===== config.mk =====
export PLATFORM = sky130hd
export DESIGN_NAME = divider_8bit_seq_flat
export DESIGN_NICKNAME = d
export VERILOG_FILES = /design/src/rtl/divider_8bit_seq_if.sv /design/src/rtl/divider_8bit_seq.sv /design/src/flat_wrapper.sv
export SDC_FILE = /design/constraint.sdc
export NUM_CORES = 1
export LEC_CHECK = 0
export BUFFER_PORTS_ARGS = -buffer_cell sky130_fd_sc_hd__buf_2
export CAP_MARGIN = 15
export CORE_ASPECT_RATIO = 0.7
export CORE_MARGIN = 8
export CORE_UTILIZATION = 40
export CTS_BUF_LIST = sky130_fd_sc_hd__clkbuf_8
export DETAILED_ROUTE_END_ITERATION = 10
export PLACE_DENSITY = 0.63
export SLEW_MARGIN = 5
export SYNTH_ARGS = -nofsm -noshare
export SYNTH_HDL_FRONTEND = slang
export SYNTH_SLANG_ARGS = --single-unit

===== constraint.sdc =====
create_clock -name clk -period 2.1 [get_ports clk]
set_clock_uncertainty 0.1 [all_clocks]
set_input_delay 0.525 -clock clk [delete_from_list [all_inputs] [get_ports clk]]
set_output_delay 0.525 -clock clk [all_outputs]
set_load 0.01 [all_outputs]

===== src/rtl/divider_8bit_seq_if.sv =====
// Request/result bundle for the sequential divider.
interface divider_8bit_seq_if #(
  parameter int unsigned WIDTH = 8
);
  logic             start;
  logic [WIDTH-1:0] dividend;
  logic [WIDTH-1:0] divisor;
  logic             busy;
  logic             done;
  logic [WIDTH-1:0] quotient;
  logic [WIDTH-1:0] remainder;
  logic             div_by_zero;

  // Requester side: issues operands, observes status and result
  modport master (
    output start, dividend, divisor,
    input  busy, done, quotient, remainder, div_by_zero
  );

  // Divider side
  modport slave (
    input  start, dividend, divisor,
    output busy, done, quotient, remainder, div_by_zero
  );
endinterface


===== src/rtl/divider_8bit_seq.sv =====
// Sequential 8-bit unsigned restoring divider; each iteration's quotient bit
// is decided by an external magnitude comparator (A >= B).
module divider_8bit_seq #(
  parameter int unsigned WIDTH = 8,
  parameter int unsigned ITER  = 8
) (
  input  logic                     clk,
  input  logic                     rst_n,
  divider_8bit_seq_if.slave        bus,
  output logic [WIDTH-1:0]         cmp_a,
  output logic [WIDTH-1:0]         cmp_b,
  input  logic                     cmp_agb,
  input  logic                     cmp_aeb
);

  localparam int unsigned CW = (ITER > 1) ? $clog2(ITER) : 1;

  typedef enum logic [1:0] {
    IDLE = 2'd0,
    RUN  = 2'd1,
    DONE = 2'd2
  } state_t;

  state_t           state_q, state_d;
  logic [WIDTH-1:0] r_q, r_d;
  logic [WIDTH-1:0] q_q, q_d;
  logic [WIDTH-1:0] d_q, d_d;
  logic [CW-1:0]    cnt_q, cnt_d;
  logic             busy_q, busy_d;
  logic             done_q, done_d;
  logic [WIDTH-1:0] quot_q, quot_d;
  logic [WIDTH-1:0] rem_q, rem_d;
  logic             dz_q, dz_d;
  logic [WIDTH-1:0] trial_c;
  logic             ge_c;

  // Trial remainder: shift next dividend bit into the partial remainder
  assign trial_c = {r_q[WIDTH-2:0], q_q[WIDTH-1]};
  assign ge_c    = cmp_agb | cmp_aeb;

  // Comparator operands are only meaningful while iterating; park at 0 otherwise
  assign cmp_a = (state_q == RUN) ? trial_c : '0;
  assign cmp_b = (state_q == RUN) ? d_q     : '0;

  assign bus.busy        = busy_q;
  assign bus.done        = done_q;
  assign bus.quotient    = quot_q;
  assign bus.remainder   = rem_q;
  assign bus.div_by_zero = dz_q;

  // Next-state and datapath update
  always_comb begin
    state_d = state_q;
    r_d     = r_q;
    q_d     = q_q;
    d_d     = d_q;
    cnt_d   = cnt_q;
    busy_d  = 1'b0;
    done_d  = 1'b0;
    quot_d  = quot_q;
    rem_d   = rem_q;
    dz_d    = dz_q;

    case (state_q)
      IDLE: begin
        if (bus.start) begin
          d_d   = bus.divisor;
          cnt_d = '0;
          if (bus.divisor == '0) begin
            // Zero divisor: stage the saturated result and skip iterating
            q_d     = '1;
            r_d     = bus.dividend;
            dz_d    = 1'b1;
            state_d = DONE;
          end else begin
            q_d     = bus.dividend;
            r_d     = '0;
            dz_d    = 1'b0;
            busy_d  = 1'b1;
            state_d = RUN;
          end
        end
      end

      RUN: begin
        busy_d = 1'b1;
        cnt_d  = cnt_q + CW'(1);
        if (ge_c) begin
          r_d = trial_c - d_q;
          q_d = {q_q[WIDTH-2:0], 1'b1};
        end else begin
          r_d = trial_c;
          q_d = {q_q[WIDTH-2:0], 1'b0};
        end
        if (cnt_q == CW'(ITER - 1)) begin
          busy_d  = 1'b0;
          state_d = DONE;
        end
      end

      DONE: begin
        done_d  = 1'b1;
        quot_d  = q_q;
        rem_d   = r_q;
        state_d = IDLE;
      end

      default: state_d = IDLE;
    endcase
  end

  // State and datapath registers
  always_ff @(posedge clk or negedge rst_n) begin
    if (!rst_n) begin
      state_q <= IDLE;
      r_q     <= '0;
      q_q     <= '0;
      d_q     <= '0;
      cnt_q   <= '0;
      busy_q  <= 1'b0;
      done_q  <= 1'b0;
      quot_q  <= '0;
      rem_q   <= '0;
      dz_q    <= 1'b0;
    end else begin
      state_q <= state_d;
      r_q     <= r_d;
      q_q     <= q_d;
      d_q     <= d_d;
      cnt_q   <= cnt_d;
      busy_q  <= busy_d;
      done_q  <= done_d;
      quot_q  <= quot_d;
      rem_q   <= rem_d;
      dz_q    <= dz_d;
    end
  end

endmodule


===== src/flat_wrapper.sv =====
// flat-port wrapper written by rule: the top's interface ports become plain ports
module divider_8bit_seq_flat 
#(
  parameter int unsigned WIDTH = 8,
  parameter int unsigned ITER  = 8
)
  (clk, rst_n, cmp_a, cmp_b, cmp_agb, cmp_aeb, bus_start, bus_dividend, bus_divisor, bus_busy, bus_done, bus_quotient, bus_remainder, bus_div_by_zero);
  divider_8bit_seq_if #(.WIDTH(WIDTH)) bus_i ();
  input  logic clk;
  input  logic rst_n;
  output logic [WIDTH-1:0] cmp_a;
  output logic [WIDTH-1:0] cmp_b;
  input  logic cmp_agb;
  input  logic cmp_aeb;
  input wire logic [$bits(bus_i.start)-1:0] bus_start;
  input wire logic [$bits(bus_i.dividend)-1:0] bus_dividend;
  input wire logic [$bits(bus_i.divisor)-1:0] bus_divisor;
  output wire logic [$bits(bus_i.busy)-1:0] bus_busy;
  output wire logic [$bits(bus_i.done)-1:0] bus_done;
  output wire logic [$bits(bus_i.quotient)-1:0] bus_quotient;
  output wire logic [$bits(bus_i.remainder)-1:0] bus_remainder;
  output wire logic [$bits(bus_i.div_by_zero)-1:0] bus_div_by_zero;
  assign bus_i.start = bus_start;
  assign bus_i.dividend = bus_dividend;
  assign bus_i.divisor = bus_divisor;
  assign bus_busy = bus_i.busy;
  assign bus_done = bus_i.done;
  assign bus_quotient = bus_i.quotient;
  assign bus_remainder = bus_i.remainder;
  assign bus_div_by_zero = bus_i.div_by_zero;
  divider_8bit_seq #(.WIDTH(WIDTH), .ITER(ITER)) u_core (.clk(clk), .rst_n(rst_n), .bus(bus_i), .cmp_a(cmp_a), .cmp_b(cmp_b), .cmp_agb(cmp_agb), .cmp_aeb(cmp_aeb));
endmodule

==> PnR_summary.wiki, run 1 <==
{| class="wikitable"
! Metric !! Value
|-
| Die height || 82.4 microns
|-
| Leak pwr || 0.00149 uW
|-
| TNS Setup || 0 ps
|-
| Busiest metal layer after global routing || met2
|-
| Sw frac || 41.8%
|-
| Met2 Track Usage GR || 23.8%
|-
| Critical path data arrival time || 1400 ps
|-
| Post-layout instance area || 0.00307 sq mm
|-
| H-Tree Depth || 2
|-
| Congestion Overflow GR || 0
|-
| Worst slew pin tran || 503 ps
|-
| Count of buffers added by post-CTS timing repair for setup || 0
|-
| Final number of hold-violating endpoints || 0
|-
| Routability cong. || 0.885
|-
| Synthesized area per cell || 10.1 sq um
|-
| Relative slew margins || 66.4%
|-
| Drc violations || 0
|-
| Initial core utilization || 41.0%
|-
| Sequential share of the synthesized area || 47.6%
|-
| Count of state elements after synthesis || 48
|-
| Setup ws final || 76.7 ps
|-
| Max Transition Viols Final || 0
|-
| Die X || 111 microns
|-
| Endpoint class of the critical path || output port
|-
| Type of the setup path with the least slack || reg -> out
|-
| Met3 Track Usage GR || 4.18%
|-
| Pre-CTS setup slack || 112 ps
|-
| Part of the total power dissipated in the clock network || 11.9%
|-
| Area occupied by multi-input gates || 0.00121 sq mm
|-
| Number of nets in the layout || 345
|-
| Clock slew at the register clock pins of the worst setup and hold paths || 90 ps
|-
| Switching power summed over all nets || 2100 uW
|-
| FMAX || 0.494 GHz
|-
| Dpl cell area || 0.00296 sq mm
|-
| Fraction of layout instances using a drive strength above 1 || 34.6%
|-
| Main flop type after synthesis || dfrtp_1
|-
| Netlist area before placement || 0.00252 sq mm
|-
| Fraction of power consumed by sequential logic || 32.5%
|-
| Synth-to-layout area growth || 21.8%
|-
| Number of buffers added by the clock tree synthesis step || 5
|-
| Count of buffer and inverter cells on the critical path || 2
|-
| Number of enable-type register cells in the synthesized netlist || 0
|-
| Drt wl/cell || 15.6 microns
|-
| Clock Path Buffers || 2
|-
| Worst VDD drop || 0.640 mV
|-
| Slowest cell on the critical path || dfrtp_2
|-
| Number of nets with antenna violations after detailed routing || 0
|-
| Portion of the clock cycle consumed by the worst path in the final layout || 96.3%
|-
| HPWL reported at the end of detailed placement || 4600 microns
|-
| Total core area || 0.00616 sq mm
|-
| Port Buffers || 55
|-
| Via count || 2033
|-
| Number of ports placed on the die boundary || 56
|-
| Final Util || 49.9%
|-
| DRT iter0 DRCs || 59
|-
| Number of sinks on the clock net || 48
|-
| Total GRT Usage || 14.1%
|-
| Source-to-sink clock delay at the later pin of the worst-skew pair || 310 ps
|-
| Crit path time final || 2020 ps
|-
| Peak fanout along the critical path || 7
|-
| Combined flip-flop and latch cell area || 0.00120 sq mm
|-
| Portion of total power attributed to combinational logic || 55.6%
|-
| Power density cells || 1630 mW/mm^2
|-
| Commonest cells after routing, fill and taps aside || 55 x buf_2, 46 x dfrtp_1, 28 x nand2_1
|-
| Antenna violations before repair || 0
|-
| Critical Path Source Type || register
|-
| RSZ-0062 raised after global routing || true
|-
| M1 GR Usage || 17.4%
|-
| CTS root buffer || clkbuf_8
|-
| FFs w/ async S/R, synth || 100%
|-
| Via count normalized by instance count || 5.17
|-
| Distinct cell type count after synthesis || 47
|-
| Most common library cell in the layout ignoring fill and taps || buf_2
|-
| Row count || 24
|-
| Class of the tightest hold or removal check || in -> async
|-
| Kind of cell adding the most delay to the critical path || flip-flops
|-
| Vias in the first global route || 2141
|-
| Result of the run || completed
|-
| Synthesized instance count || 249
|-
| Clock tree from TritonCTS || yes
|-
| Final number of setup-violating endpoints || 0
|-
| First-pass GRT wire length || 10500 microns
|-
| Post-layout total power || 5010 uW
|-
| Maximum Capacitance Violations || 0
|-
| Internal power component || 2920 uW
|-
| Maximum number of pins on one net before global-route repair || 49
|-
| 1st-pass router iterations || 4
|-
| Required time of the critical path || 1470 ps
|-
| Area enclosed by the die boundary || 0.00914 sq mm
|-
| Total of fill cells in the finished design || 584
|-
| Final WL || 6140 microns
|-
| Antenna cells || 0
|-
| Maximum single-stage delay on the critical path || 460 ps
|-
| Cells along the critical path || nor2b_2, buf_4, and2_1, buf_2
|-
| Syn. warnings || 0
|-
| Syn_nets || 280
|}
repair_timing:
action,CTS,global route
setup endpoints to repair,0,12
hold buffers,0,0
gates resized for setup,0,7
layout make-up:
class,instances,area share [%]
sequential,48,39.2
timing repair buffer,71,13.4
clock buffer,6,2.69
tap,78,3.18
clock inverter,2,0.489
multi-input combinational,174,39.3
inverter,14,1.71
cells in the mapped netlist (all sizes together) (3+ instances only):
cell type | n | area (sq um)
inv | 14 | 52.6
mux2 | 16 | 180
a21oi | 9 | 45.0
a211oi | 3 | 22.5
o22ai | 7 | 43.8
a221oi | 4 | 47.6
o21ai | 28 | 140
dfrtp | 48 | 1200
nand3 | 3 | 15.0
buf | 6 | 38.8
xor2 | 3 | 26.3
nor2 | 21 | 95.1
ha | 9 | 113
and2 | 9 | 56.3
nand2 | 30 | 123
clkbuf | 7 | 30.0
sequential cells by signal, indices dropped and copies added, names as in the netlist:
signal / flops
u_core.state_q: 2
u_core.bus.done: 1
u_core.bus.remainder: 8
u_core.cnt_q: 3
u_core.bus.busy: 1
u_core.bus.div_by_zero: 1
u_core.bus.quotient: 8
u_core.q_q: 8
u_core.d_q: 8
u_core.r_q: 8
power groups by stage:
stage	Sequential [uW]	Clock, uW	Combinational (uW)
4_1_cts	1630	615	2780
3_3_place_gp	1640	0	2720
6_report	1630	595	2790
2_1_floorplan	1690	0	1780
5_1_grt	1690	653	3140
3_5_place_dp	1650	0	2760
layer usage:
layer	vias to the layer above	wire length, microns
met5	-	0
met4	0	57
met3	7	306
met2	45	2860
met1	975	2910
li1	1006	-
cell families after synthesis:
group	count (synthesis)	synth area share, %
flops	48	47.6
compound gates	64	16.2
mux	18	7.94
buf+inv	27	4.81
simple gates	78	16.8
xor+xnor	4	1.39
fa+ha+maj	10	5.26
metrics by stage:
step                hold WS (ps)  instances
CTS                         96.4        393
floorplan                    129        249
detailed placement           368        385
global route                96.4        393
finish                      90.1        393
global placement             362        385
path summary, 6_finish.rpt:
kind	start	endpoint	slack [ps]	cells past startpoint
worst max-delay path	u_core.state_q[0]	cmp_a[1]	80	4
worst min-delay path	rst_n	u_core.bus.remainder[6]	90	2
worst max register to register	u_core.q_q[7]	u_core.r_q[2]	170	8
worst min register to register	u_core.cnt_q[0]	u_core.cnt_q[0]	380	1
max in group asynchronous	rst_n	u_core.state_q[0]	1570	2
min in group clk	bus_divisor[4]	u_core.d_q[4]	370	3
No activity file was read; power rests on OpenSTA's default activity.
==> run 2: changes to the inputs <==
ABC_AREA = 1   (was not set)
==> run 2 against run 1 <==
Die area is 0.86% lower; critical path depth rose by 1; hold slack got worse by 8.0 ps; critical path type unchanged; critical endpoint is now cmp_a[0]; largest cell class is now flip-flops and latches.
==> PnR_summary.wiki, run 2 <==
{| class="wikitable"
! Metric !! Value
|-
| Crit path time final || 2010 ps (-12.7 ps)
|-
| Peak fanout along the critical path || 24 (+17)
|-
| Number of sinks on the clock net || 48 (unchanged)
|-
| Class of the tightest hold or removal check || in -> async
|-
| Syn_nets || 338 (+21%)
|-
| Count of buffers added by post-CTS timing repair for setup || 0 (unchanged)
|-
| Synthesized area per cell || 8.13 sq um (-20%)
|-
| Result of the run || completed
|-
| FMAX || 0.497 GHz (+0.63%)
|-
| Power density cells || 1770 mW/mm^2 (+8.6%)
|-
| Sequential share of the synthesized area || 48.1% (+0.50 points)
|-
| Worst VDD drop || 0.573 mV (-10%)
|-
| First-pass GRT wire length || 10600 microns (+1.4%)
|-
| Total GRT Usage || 14.3% (+0.22 points)
|-
| Maximum Capacitance Violations || 0 (unchanged)
|-
| Most used standard cell by instance count after synthesis || nand2_1
|-
| Total of fill cells in the finished design || 617 (+5.7%)
|-
| Most frequent cells after synthesis || 64 x nand2_1, 48 x dfrtp_1, 44 x inv_1
|-
| Worst slew pin tran || 763 ps (+259 ps)
|-
| Area occupied by multi-input gates || 0.00106 sq mm (-12%)
|-
| Final number of hold-violating endpoints || 0 (unchanged)
|-
| 1st-pass router iterations || 4 (unchanged)
|-
| TNS Setup || 0 ps (unchanged)
|-
| CTS root buffer || clkbuf_8
|-
| Area enclosed by the die boundary || 0.00906 sq mm (-0.86%)
|-
| Max Transition Viols Final || 0 (unchanged)
|-
| Port Buffers || 55 (unchanged)
|-
| Post-synth top area share || 48.1% (+0.50 points)
|-
| Source-to-sink clock delay at the later pin of the worst-skew pair || 300 ps (about the same)
|-
| Clock Path Buffers || 2 (unchanged)
|-
| Combined flip-flop and latch cell area || 0.00120 sq mm (-0.21%)
|-
| Number of nets with antenna violations after detailed routing || 0 (unchanged)
|-
| FFs w/ async S/R, synth || 100% (unchanged)
|-
| Resized Gates After CTS || 0 (unchanged)
|-
| Final WL || 6380 microns (+4.0%)
|-
| DRT iter0 DRCs || 169 (+190%)
|-
| Commonest cells after routing, fill and taps aside || 64 x nand2_1, 55 x buf_2, 48 x dfrtp_1
|-
| Netlist area before placement || 0.00250 sq mm (-1.0%)
|-
| Clock tree from TritonCTS || yes
|-
| Via count || 2177 (+7.1%)
|-
| Fraction of layout instances using a drive strength above 1 || 22.6% (-12 points)
|-
| Type of the setup path with the least slack || reg -> out
|-
| Vias in the first global route || 2109 (-1.5%)
|-
| Main flop type after synthesis || dfrtp_1
|-
| Placed cells || 433 (+12%)
|-
| Die X || 110 microns (-0.45%)
|-
| Worst hold slack across all endpoints || 82.0 ps (-8.03 ps)
|-
| HPWL reported at the end of detailed placement || 4840 microns (+5.1%)
|-
| Number of buffers added by the clock tree synthesis step || 5 (unchanged)
|-
| Number of nets in the layout || 393 (+14%)
|-
| Drt wl/cell || 14.5 microns (-7.3%)
|-
| Most common library cell in the layout ignoring fill and taps || nand2_1
|-
| Critical Path Source Type || register
|-
| Final Util || 48.7% (-1.2 points)
|-
| RSZ-0062 raised after global routing || false
|-
| Total core area || 0.00613 sq mm (-0.49%)
|-
| Antenna cells || 0 (unchanged)
|-
| Die height || 82.1 microns (-0.42%)
|-
| Initial core utilization || 40.7% (-0.23 points)
|-
| Critical path data arrival time || 1390 ps (about the same)
|-
| Required time of the critical path || 1470 ps (about the same)
|-
| Drc violations || 0 (unchanged)
|-
| Number of ports placed on the die boundary || 56 (unchanged)
|-
| Final non-filler cell total || 441 (+12%)
|-
| Leak pwr || 0.00159 uW (+6.8%)
|-
| Congestion Overflow GR || 0 (unchanged)
|-
| Relative slew margins || 49.1% (-17 points)
|-
| Synthesized instance count || 307 (+23%)
|-
| Maximum number of pins on one net before global-route repair || 49 (unchanged)
|-
| Synth-to-layout area growth || 19.4%
|-
| Antenna violations before repair || 0 (unchanged)
|-
| Row count || 24 (unchanged)
|-
| Number of enable-type register cells in the synthesized netlist || 0 (unchanged)
|-
| CTS Hold Buffers Added || 0 (unchanged)
|-
| Syn. warnings || 0 (unchanged)
|-
| Final number of setup-violating endpoints || 0 (unchanged)
|-
| Routability cong. || 0.845 (-4.5%)
|-
| Endpoint class of the critical path || output port
|-
| Distinct cell type count after synthesis || 28 (-40%)
|-
| Count of state elements after synthesis || 48 (unchanged)
|-
| Dominant cell type by area after synthesis || dfrtp_1
|-
| Portion of the clock cycle consumed by the worst path in the final layout || 95.7% (-0.61 points)
|-
| Clock slew at the register clock pins of the worst setup and hold paths || 90 ps (about the same)
|-
| H-Tree Depth || 2 (unchanged)
|-
| Cell types occupying the most area after synthesis || dfrtp_1 48%, nand2_1 9.6%, inv_1 6.6%
|-
| Via count normalized by instance count || 4.94 (-4.6%)
|}
## run 2: cell types whose count changed after synthesis, sizes merged, moves of 3 or more
cell | previous run | this run
clkbuf | 7 | 4
inv | 14 | 46
o21ai | 28 | 32
a221oi | 4 | 0
nand3 | 3 | 11
nand2 | 30 | 66
a21oi | 9 | 17
a22oi | 0 | 4
nor2 | 21 | 33
a211oi | 3 | 0
mux2 | 16 | 0
a32oi | 0 | 3
a31oi | 2 | 8
and2 | 9 | 0
## run 2: metrics by stage
step | cell area (sq um) | total power, uW | setup slack (ps)
finish | 2980 | 5280 | 89.4
CTS | 2980 | 5310 | 47.9
detailed placement | 2880 | 4700 | 232
global route | 2980 | 5810 | 13.3
floorplan | 2500 | 3800 | 354
global placement | 2880 | 4650 | 305
## run 2: worst paths after layout
check | from | endpoint | slack [ps] | cells after the start
min | rst_n | u_core.bus.remainder[5] | 80 | 2
max in group asynchronous | rst_n | u_core.d_q[0] | 1580 | 2
max reg2reg | u_core.q_q[7] | u_core.r_q[2] | 230 | 7
min reg2reg | u_core.bus.quotient[0] | u_core.bus.quotient[0] | 380 | 2
min in group clk | u_core.bus.quotient[0] | u_core.bus.quotient[0] | 380 | 2
max | u_core.state_q[1] | cmp_a[0] | 90 | 5
## run 2: metal layers
| metal | up-vias | GRT usage [%] | part of all wire [%] |
|---|---|---|---|
| met5 | - | 0 | 0 |
| met4 | 0 | 3.22 | 0.49 |
| met3 | 4 | 4.83 | 7.6 |
| met2 | 63 | 19.8 | 39 |
| met1 | 1008 | 20.9 | 52 |
| li1 | 1102 | - | - |
## run 2: power breakdown
part	switching (uW)	internal [uW]	total, uW
clock	316	267	583
sequential	268	1380	1650
combinational	1870	1170	3050
total	2460	2820	5280
## run 2: worst max-delay path, cell delays in order (launching register included)
cell,delay (ps)
dfrtp_1,380
inv_2,100
nand2_4,100
buf_12,180
nor2_2,160
buf_2,160
## run 2: cell families (layout without fill, tap and decap cells)
kind of cell,Yosys count,in the layout,share of synthesized area [%]
and+or+nand+nor,118,118,20.3
AOI/OAI and AO/OA,71,71,16.0
buffers and inverters,58,114,9.57
DFF,48,48,48.1
adders and majority gates,10,10,5.31
xor gates and xnor gates,2,2,0.702
## run 2: cell type report
type,count,area share (%)
sequential,48,40.3
multi-input combinational,201,35.6
timing repair buffer,60,11.8
inverter,46,5.79
tap,78,3.27
clock buffer,6,2.77
clock inverter,2,0.504
